### config.mk
export PLATFORM = sky130hd
export DESIGN_NAME = layer_serializer
export DESIGN_NICKNAME = d
export VERILOG_FILES = /design/src/rtl/layer_serializer_pkg.sv /design/src/rtl/layer_serializer_ser_vec_reg.sv /design/src/rtl/layer_serializer.sv
export SDC_FILE = /design/constraint.sdc
export NUM_CORES = 1
export LEC_CHECK = 0
export CAP_MARGIN = 30
export CORE_ASPECT_RATIO = 1.5
export CORE_MARGIN = 2
export CORE_UTILIZATION = 46
export CTS_CLUSTER_SIZE = 16
export DETAILED_ROUTE_END_ITERATION = 10
export MAX_ROUTING_LAYER = met4
export PLACE_DENSITY = 0.74
export SETUP_SLACK_MARGIN = 0.05
export SLEW_MARGIN = 20
export SYNTH_ARGS = -nofsm -noshare
export SYNTH_HDL_FRONTEND = slang
export SYNTH_HIERARCHICAL = 1
export SYNTH_SLANG_ARGS = --single-unit
### constraint.sdc
create_clock -name clk -period 17.9 [get_ports clk]
set_input_delay 3.58 -clock clk [delete_from_list [all_inputs] [get_ports clk]]
set_output_delay 3.58 -clock clk [all_outputs]
set_load 0.01 [all_outputs]
### src/rtl/layer_serializer_pkg.sv
// layer_serializer_pkg: state encoding, default word width and per-layer vector sizes
// shared by the layer serializer and its vector register.
package layer_serializer_pkg;
  typedef enum logic {SER_IDLE = 1'b0, SER_SHIFT = 1'b1} ser_state_t;
  localparam int DEF_DATA_WIDTH = 16;
  localparam int L1_NUM_WORDS = 30;
  localparam int L2_NUM_WORDS = 10;
endpackage

### src/rtl/layer_serializer_ser_vec_reg.sv
// ser_vec_reg: vector load/shift register exposing its head word; shifting moves
// the next word toward the head end selected by LSB_FIRST.
module ser_vec_reg #(
  parameter int NUM_WORDS  = 4,
  parameter int DATA_WIDTH = 16,
  parameter int LSB_FIRST  = 1
) (
  input  logic                            clk,
  input  logic                            rst,
  input  logic                            i_load,
  input  logic                            i_shift,
  input  logic [NUM_WORDS*DATA_WIDTH-1:0] i_data,
  output logic [NUM_WORDS*DATA_WIDTH-1:0] o_vec,
  output logic [DATA_WIDTH-1:0]           o_head
);
  logic [NUM_WORDS*DATA_WIDTH-1:0] r_vec;
  always_ff @(posedge clk or posedge rst) begin
    if (rst) r_vec <= '0;
    else if (i_load) r_vec <= i_data;
    else if (i_shift) r_vec <= (LSB_FIRST != 0) ? r_vec >> DATA_WIDTH : r_vec << DATA_WIDTH;
  end
  assign o_vec  = r_vec;
  assign o_head = (LSB_FIRST != 0) ? r_vec[DATA_WIDTH-1:0] : r_vec[NUM_WORDS*DATA_WIDTH-1 -: DATA_WIDTH];
endmodule

### src/rtl/layer_serializer.sv
// layer_serializer: captures a layer output vector and streams it one word per handshake.
// Define SER_DBUF_EN to add a shadow vector for gap-free back-to-back streaming.
module layer_serializer
  import layer_serializer_pkg::*;
#(
  parameter  int NUM_WORDS  = L1_NUM_WORDS,
  parameter  int DATA_WIDTH = DEF_DATA_WIDTH,
  parameter  int LSB_FIRST  = 1,
  localparam int IDX_W      = $clog2(NUM_WORDS)
) (
  input  logic                            clk,
  input  logic                            rst,
  input  logic [NUM_WORDS*DATA_WIDTH-1:0] in_data,
  input  logic                            in_valid,
  output logic                            in_ready,
  output logic [DATA_WIDTH-1:0]           out_data,
  output logic                            out_valid,
  input  logic                            out_ready,
  output logic                            out_last,
  output logic [IDX_W-1:0]                out_idx,
  output logic                            busy,
  output logic                            overrun
);
  ser_state_t r_state;
  logic [IDX_W-1:0] r_idx;
  logic r_overrun;
  logic [DATA_WIDTH-1:0] w_head;
  logic [NUM_WORDS*DATA_WIDTH-1:0] w_load_data, w_hold_vec;
  logic w_hs, w_done, w_cap, w_hold_load;
  assign out_valid = r_state == SER_SHIFT;
  assign out_last  = out_valid && r_idx == IDX_W'(NUM_WORDS - 1);
  assign out_idx   = r_idx;
  assign out_data  = out_valid ? w_head : '0;
  assign overrun   = r_overrun;
  assign w_hs      = out_valid && out_ready;
  assign w_done    = w_hs && out_last;
  assign w_cap     = in_valid && in_ready;
`ifdef SER_DBUF_EN
  logic r_shadow_full, w_shadow_load;
  logic [NUM_WORDS*DATA_WIDTH-1:0] w_shadow_vec;
  logic [DATA_WIDTH-1:0] w_shadow_head;
  assign in_ready      = !r_shadow_full;
  assign busy          = out_valid || r_shadow_full;
  // a capture coinciding with the final handshake of an empty-shadow stream reloads directly
  assign w_shadow_load = w_cap && out_valid && !w_done;
  assign w_hold_load   = (w_cap && !out_valid) || (w_done && (r_shadow_full || w_cap));
  assign w_load_data   = r_shadow_full ? w_shadow_vec : in_data;
  always_ff @(posedge clk or posedge rst) begin
    if (rst) r_shadow_full <= 1'b0;
    else if (w_shadow_load) r_shadow_full <= 1'b1;
    else if (w_done) r_shadow_full <= 1'b0;
  end
  ser_vec_reg #(.NUM_WORDS(NUM_WORDS), .DATA_WIDTH(DATA_WIDTH), .LSB_FIRST(LSB_FIRST)) u_shadow (
    .clk(clk), .rst(rst), .i_load(w_shadow_load), .i_shift(1'b0), .i_data(in_data),
    .o_vec(w_shadow_vec), .o_head(w_shadow_head)
  );
`else
  assign in_ready    = r_state == SER_IDLE;
  assign busy        = out_valid;
  assign w_hold_load = w_cap;
  assign w_load_data = in_data;
`endif
  ser_vec_reg #(.NUM_WORDS(NUM_WORDS), .DATA_WIDTH(DATA_WIDTH), .LSB_FIRST(LSB_FIRST)) u_hold (
    .clk(clk), .rst(rst), .i_load(w_hold_load), .i_shift(w_hs), .i_data(w_load_data),
    .o_vec(w_hold_vec), .o_head(w_head)
  );
  always_ff @(posedge clk or posedge rst) begin
    if (rst) begin
      r_state   <= SER_IDLE;
      r_idx     <= '0;
      r_overrun <= 1'b0;
    end else begin
      r_overrun <= in_valid && !in_ready;
      if (w_hold_load) begin
        r_state <= SER_SHIFT;
        r_idx   <= '0;
      end else if (w_done) begin
        r_state <= SER_IDLE;
        r_idx   <= '0;
      end else if (w_hs) r_idx <= r_idx + IDX_W'(1);
    end
  end
endmodule

After elaboration in Yosys (flattened, before gate mapping)
Index checks and enable logic that the tools add are counted.

Register bits after elaboration: 487. Logic and storage cells: 23.

Add/sub/neg operators: 1. Equal/unequal tests: 1. Mux-type cells: 8. Bitwise operators: 1. Reduce and logical (&&, ||, !) cells: 8.

Operators by type and width (number): $mux 480 (2); $mux 16 (1); $mux 5 (3); $add 5x1->5 const B (1); $eq 5x5->1 const B (1); $logic_and 1x1->1 (5); $reduce_bool 2->1 (2); $reduce_bool 3->1 (1); $mux 1 (2); $not 1->1 (1).

Logic depth before layout (Yosys ltp)
Gate-level depths: netlist (run 1).

Word-level depth: 5. Mapped depth: 8. Gate-level depth less buffers: 5.

Cells and area by module
Netlist (run 1), hierarchy kept.

Modules (own cells, without submodules): ser_vec_reg (times used 1, seq. area each 12011.5 µm², area each 22078.7 µm², cells each 2098); layer_serializer (times used 1, seq. area each 175.2 µm², area each 495.5 µm², cells each 58).

Worst setup path after synthesis (run 1)
OpenSTA, ideal clock, no wires.

Kind: input -> register. From: input port in_valid. To: register u_hold.r_vec[356], in the netlist u_hold/o_vec[356]. Required time: 17.768 ns. Stages on the path: 6. Arrival: 4.689 ns. Path slack: 13.079 ns. Cell sequence: nor2b_1 > clkbuf_1 > buf_2 > clkbuf_1 > clkbuf_1 > o21ai_1.

Longest elaborated chain between the ends: 2.

Ends and longest elaborated chain: start: declaration (RTL line layer_serializer.sv:14) `input logic in_valid,`; $logic_and 1x1->1 * (RTL line layer_serializer.sv:37) `assign w_cap = in_valid && in_ready;`; via w_cap (RTL line layer_serializer.sv:29) `logic w_hs, w_done, w_cap, w_hold_load;`; $mux 480 / $reduce_bool 2->1 (equally long branches); end signal: assignment (RTL line layer_serializer_ser_vec_reg.sv:19) `else if (i_load) r_vec <= i_data;`; end signal: assignment (RTL line layer_serializer_ser_vec_reg.sv:20) `else if (i_shift) r_vec <= (LSB_FIRST != 0) ? r_vec >> DATA_WIDTH : r_vec << DATA_WIDTH;`; end: declaration (RTL line layer_serializer_ser_vec_reg.sv:16) `logic [NUM_WORDS*DATA_WIDTH-1:0] r_vec;`.

Mark *: on every way through the listed nets, which the timed path passes. The rest lies on a longest branch. A chain may end at the register's enable or synchronous reset.

Worst setup path in the final report (run 1)
From: input port in_valid. To: register u_hold.r_vec[275], in the netlist u_hold/o_vec[275].

Longest elaborated chain between the ends: 2.

Ends and longest elaborated chain (RTL line): $logic_and 1x1->1 * (layer_serializer.sv:37); $mux 480 / $reduce_bool 2->1 (equally long branches).

Every way passes the cells marked *; elsewhere a longest branch is shown, timed or not.

==> results of run 1 <==
-- flip-flops by register name (all words and copies together), names as in the netlist --
signal / cells
busy: 1
out_idx: 5
overrun: 1
u_hold/o_vec: 480
-- path summary, 6_finish.rpt --
check	startpoint	endpoint	depth (start not counted)	slack, ns
min in group asynchronous	rst	out_idx[4]	2	3.44
min reg2reg	u_hold/o_vec[5]	u_hold/o_vec[5]	2	0.54
max reg2reg	busy	u_hold/o_vec[164]	8	13.11
max in group asynchronous	rst	u_hold/o_vec[171]	6	11.82
min	u_hold/o_vec[5]	u_hold/o_vec[5]	2	0.54
max	in_valid	u_hold/o_vec[275]	7	10.63
-- critical path: cells and delay by family --
| kind | cells | cell delay (ns) |
|---|---|---|
| AOI/OAI and AO/OA | 1 | 0.28 |
| buffers and inverters | 5 | 2.65 |
| and+or+nand+nor | 1 | 0.61 |
-- power by group --
part	internal [mW]	total (mW)	switching [mW]
logic	0.513	0.984	0.471
clock network	0.646	1.07	0.421
registers	1.55	1.86	0.317
total	2.70	3.91	1.21
-- layer usage --
layer / part of all wire / up-vias
li1: - / 8202
met1: 0.40 / 8140
met2: 0.50 / 519
met3: 0.059 / 103
met4: 0.043 / 0
met5: 0 / -
-- per-stage QoR --
step | util | power, mW | setup slack [ns] | std cells | hold slack, ns
after floorplan | - | 2.45 | 0.927 | 2140 | 0.507
after global placement | 0.568 | 2.79 | 9.61 | 3157 | 0.527
after detailed placement | 0.570 | 2.86 | 9.63 | 3159 | 0.541
after CTS | 0.604 | 3.94 | 10.20 | 3245 | 0.552
after global routing | 0.608 | 4.15 | 10.41 | 3263 | 0.570
final | 0.608 | 3.91 | 10.63 | 3267 | 0.542
-- area by class of cell --
class | count | area, um2
fill | 3993 | 19000
clock inverter | 17 | 290
tap | 656 | 821
inverter | 5 | 33.8
antenna | 16 | 40.0
timing repair buffer | 534 | 5450
multi-input combinational | 1483 | 9240
clock buffer | 69 | 1370
sequential | 487 | 12200
==> impl_metrics.tcl, run 1 <==
set metrics [dict create \
    syn_nets 2626 \
    p_leak_nw 13.1 \
    post_cts_resized 0 \
    numCtsBuffers 47 \
    grt_antenna_before_repair 12 \
    grt_max_degree 313 \
    path_clk_slew_ns 0.06 \
    drive_gt1_frac 0.0401 \
    drtPass1Iterations 5 \
    cts-root-buf "clkbuf_16" \
    grtUsageMet2 0.407 \
    placed_area_mm2 0.0276 \
    cts_buffer_depth 3 \
    cp_cell_sequence "clkdlybuf4s50_1 > nor2b_4 > buf_4 > buf_16 > buf_4 > buf_12 > o21ai_0" \
    critPathMaxFanout 312 \
    coreArea_mm2 0.0484 \
    synthCells 2140 \
    fin_nets 3044 \
    final_cell_mix "clkdlybuf4s50_1, dfrtp_1, nand2_1, mux2i_1, o21ai_0" \
    crit_arrival_ns 7.63 \
    insertion_delay_ns 0.55 \
    dieArea_mm2 0.0506 \
    drt-initial-drc-count 1063 \
    ios 510 \
    cp_slowest_cell "buf_4" \
    cpPeakStageDelay_ns 0.78 \
    grt_pass1_wl_um 94000 \
    busiest_layer "met2" \
    syn-cell-area_mm2 0.0225 \
    grt.overflow.total 0 \
    vdd_drop_max_uv 69.5 \
    period_needed_ns 7.27 \
    tightestPinTransition_ns 1.30 \
    finalWeightedCongestion 0.923 \
    vias 16964 \
    min_path_type "flop to flop" \
    finalHoldViolCount 0 \
    core.rowCount 99 \
    routed_wl_um 62300 \
    die-height_um 275 \
    initial_utilization 0.464 \
    setup_viol 0 \
    final_common_cell "clkdlybuf4s50_1" \
    maxCapViolCount 0 \
    clock-sinks 487 \
    htreeDepth 2 \
    fmax_mhz 138 \
    start_kind "primary input" \
    grt.total_usage 0.246 \
    cts_tree "done" \
    fin_worst_skew_ns 0.0113 \
    fp.dieW_um 184 \
    port_buffers 509 \
    via_per_inst 5.19 \
    tns_ns 0 \
    slew_headroom 0.132 \
    run_status "finished clean" \
    fin_crit_sh 0.406 \
    crit_type "primary input to flop" \
    grtUsageMet3 0.0397 \
    cp_data_required_time_ns 18.26 \
    rsz0062_at_grt "no" \
    drv_slew 0 \
    powerDensity_mw_per_mm2 133 \
    area_growth_pct 31.1 \
    ctsHoldBuffers 0 \
    postCtsSetupBuffers 0 \
    grt_pass1_vias 17273 \
    use_met1 0.296 \
    cp_common_cell "buf_4" \
    wl_per_cell_um 19.1 \
    ant_nets 0 \
    fin_area_mm2 0.0294 \
    post_synth.cell_area_avg_um2 10.5 \
    worst_setup_path_end_kind "flop" \
    drc 0 \
    place_hpwl_um 44300 \
    yosys_warnings 6 \
]
Power figures use the tool's default switching activity.
==> inputs of run 2 (changes only) <==
--- a/config.mk
+++ b/config.mk
@@ -8,11 +8,11 @@
 export CAP_MARGIN = 30
 export CORE_ASPECT_RATIO = 1.5
 export CORE_MARGIN = 2
-export CORE_UTILIZATION = 46
+export CORE_UTILIZATION = 47
 export CTS_CLUSTER_SIZE = 16
 export DETAILED_ROUTE_END_ITERATION = 10
 export MAX_ROUTING_LAYER = met4
-export PLACE_DENSITY = 0.74
+export PLACE_DENSITY = 0.72
 export SETUP_SLACK_MARGIN = 0.05
 export SLEW_MARGIN = 20
 export SYNTH_ARGS = -nofsm -noshare
==> constraint.sdc (replaced) <==
create_clock -name clk -period 7.4 [get_ports clk]
set_input_delay 1.48 -clock clk [delete_from_list [all_inputs] [get_ports clk]]
set_output_delay 1.48 -clock clk [all_outputs]
set_load 0.01 [all_outputs]
==> run 2 against run 1 <==
Compared with the run above:
- global-route usage grew 0.85 points
- largest cell class unchanged
- clock power is 140% higher
- core utilization is 0.95 points higher
- first-iteration DRC count increased by 24%
- critical path depth down 5
- clock skew is 0.0030 ns higher
- sequential share of layout area is 0.21 points higher
- register-to-register slack got worse by 9.0 ns
==> impl_metrics.tcl, run 2 (same netlist as run 1, synthesis figures left out) <==
set metrics [dict create \
    setup_viol 0 \
    cts_tree "done" \
    hold_start "u_hold/o_vec[469]" \
    post_cts_resized 0 \
    worst_setup_path_end_kind "output pin" \
    fillers 3934 \
    finalWeightedCongestion 0.930 \
    fin_worst_skew_ns 0.0143 \
    final_common_cell "clkdlybuf4s50_1" \
    crit_type "flop to output pin" \
    grt.overflow.total 0 \
    power_mw 9.40 \
    regArea_mm2 0.0122 \
    fmax_mhz 269 \
    insertion_delay_ns 0.56 \
    tightestPinTransition_ns 1.10 \
    area_growth_pct 30.5 \
    postCtsSetupBuffers 0 \
    reg2reg_slack_ns 4.09 \
    grt_pass1_wl_um 96100 \
    cp_data_required_time_ns 5.92 \
    largest_register_ffs 480 \
    powerDensity_mw_per_mm2 321 \
    cts-root-buf "clkbuf_16" \
    port_buffers 509 \
    drive_gt1_frac 0.0421 \
    ctsHoldBuffers 0 \
    final_cell_mix "clkdlybuf4s50_1, dfrtp_1, nand2_1, mux2i_1, o21ai_0" \
    min_path_type "flop to flop" \
    vias 16949 \
    worstRegToRegCells 5 \
    final_util 0.617 \
    clock-sinks 487 \
    htreeDepth 2 \
    vdd_drop_max_uv 181 \
    coreArea_mm2 0.0475 \
    ios 510 \
    numCtsBuffers 46 \
    die-height_um 272 \
    holdPathEnd "u_hold/o_vec[469]" \
    fin_nets 3043 \
    finalHoldViolCount 0 \
    run_status "finished clean" \
    drtPass1Iterations 5 \
    rsz0062_at_grt "no" \
    fin_crit_sh 0.502 \
    slew_headroom 0.268 \
    cts_buffer_depth 3 \
    ant_nets 0 \
    multi_input_comb_area_mm2 0.00924 \
    grt_max_degree 298 \
    maxCapViolCount 0 \
    period_needed_ns 3.71 \
    via_per_inst 5.28 \
    crit_arrival_ns 2.23 \
    grt_pass1_vias 17456 \
    r2r-start "busy" \
    dieArea_mm2 0.0496 \
    p_leak_nw 13.1 \
    path_clk_slew_ns 0.07 \
    critPathMaxFanout 23 \
    rr_endpoint "u_hold/o_vec[461]" \
    initial_utilization 0.473 \
    drc 0 \
    place_hpwl_um 44600 \
    fp.dieW_um 182 \
    drt-initial-drc-count 1322 \
    wl_per_cell_um 19.4 \
    grt.total_usage 0.255 \
    core.rowCount 98 \
    grt_antenna_before_repair 19 \
    routed_wl_um 62300 \
    whs_path_depth 2 \
    drv_slew 0 \
    start_kind "flop" \
]
## run 2: critical path, cell delays in order (launching register included)
cell and delay (ns):
dfrtp_1 0.86, and2_1 0.23, clkdlybuf4s50_1 0.59
## run 2: layout make-up
class	instances	area share
timing repair buffer	534	0.184
tap	600	0.0256
antenna	20	0.00171
clock buffer	71	0.0497
sequential	487	0.416
clock inverter	12	0.00662
multi-input combinational	1483	0.316
inverter	5	0.00103
## run 2: worst max-delay path by stage
stage	from	end	cells after the start	slack, ns
floorplan	rst	u_hold/o_vec[0]	1	-0.58
global placement	out_ready	u_hold/o_vec[228]	6	3.33
detailed placement	out_ready	u_hold/o_vec[113]	6	3.24
CTS	busy	out_data[6]	2	3.64
global route	busy	out_data[6]	2	3.56
finish	busy	out_data[7]	2	3.69
## run 2: through the flow
| stage | setup TNS [ns] | std cells | worst slack, ns | hold slack, ns | instance area (um2) |
|---|---|---|---|---|---|
| 6_report | 0 | 3212 | 3.69 | 0.545 | 29300 |
| 5_1_grt | 0 | 3211 | 3.56 | 0.573 | 29300 |
| 4_1_cts | 0 | 3192 | 3.64 | 0.552 | 29200 |
| 3_5_place_dp | 0 | 3109 | 3.24 | 0.538 | 27600 |
| 3_3_place_gp | 0 | 3109 | 3.33 | 0.528 | 27600 |
| 2_1_floorplan | -280.67 | 2140 | -0.585 | 0.507 | 22500 |
## run 2: power by group
group	leakage, nW	switching (mW)	internal [mW]
Sequential	6.40	0.768	3.74
Clock	0.813	1.02	1.53
Combinational	5.88	1.13	1.23
## run 2: metal layers
metal  up-vias  GRT usage  routed length, um
met5         -          -                  0
met4         0      0.111               2650
met3       108     0.0537               3900
met2       540      0.423              31100
met1      8097      0.299              24700
li1       8204          -                  -
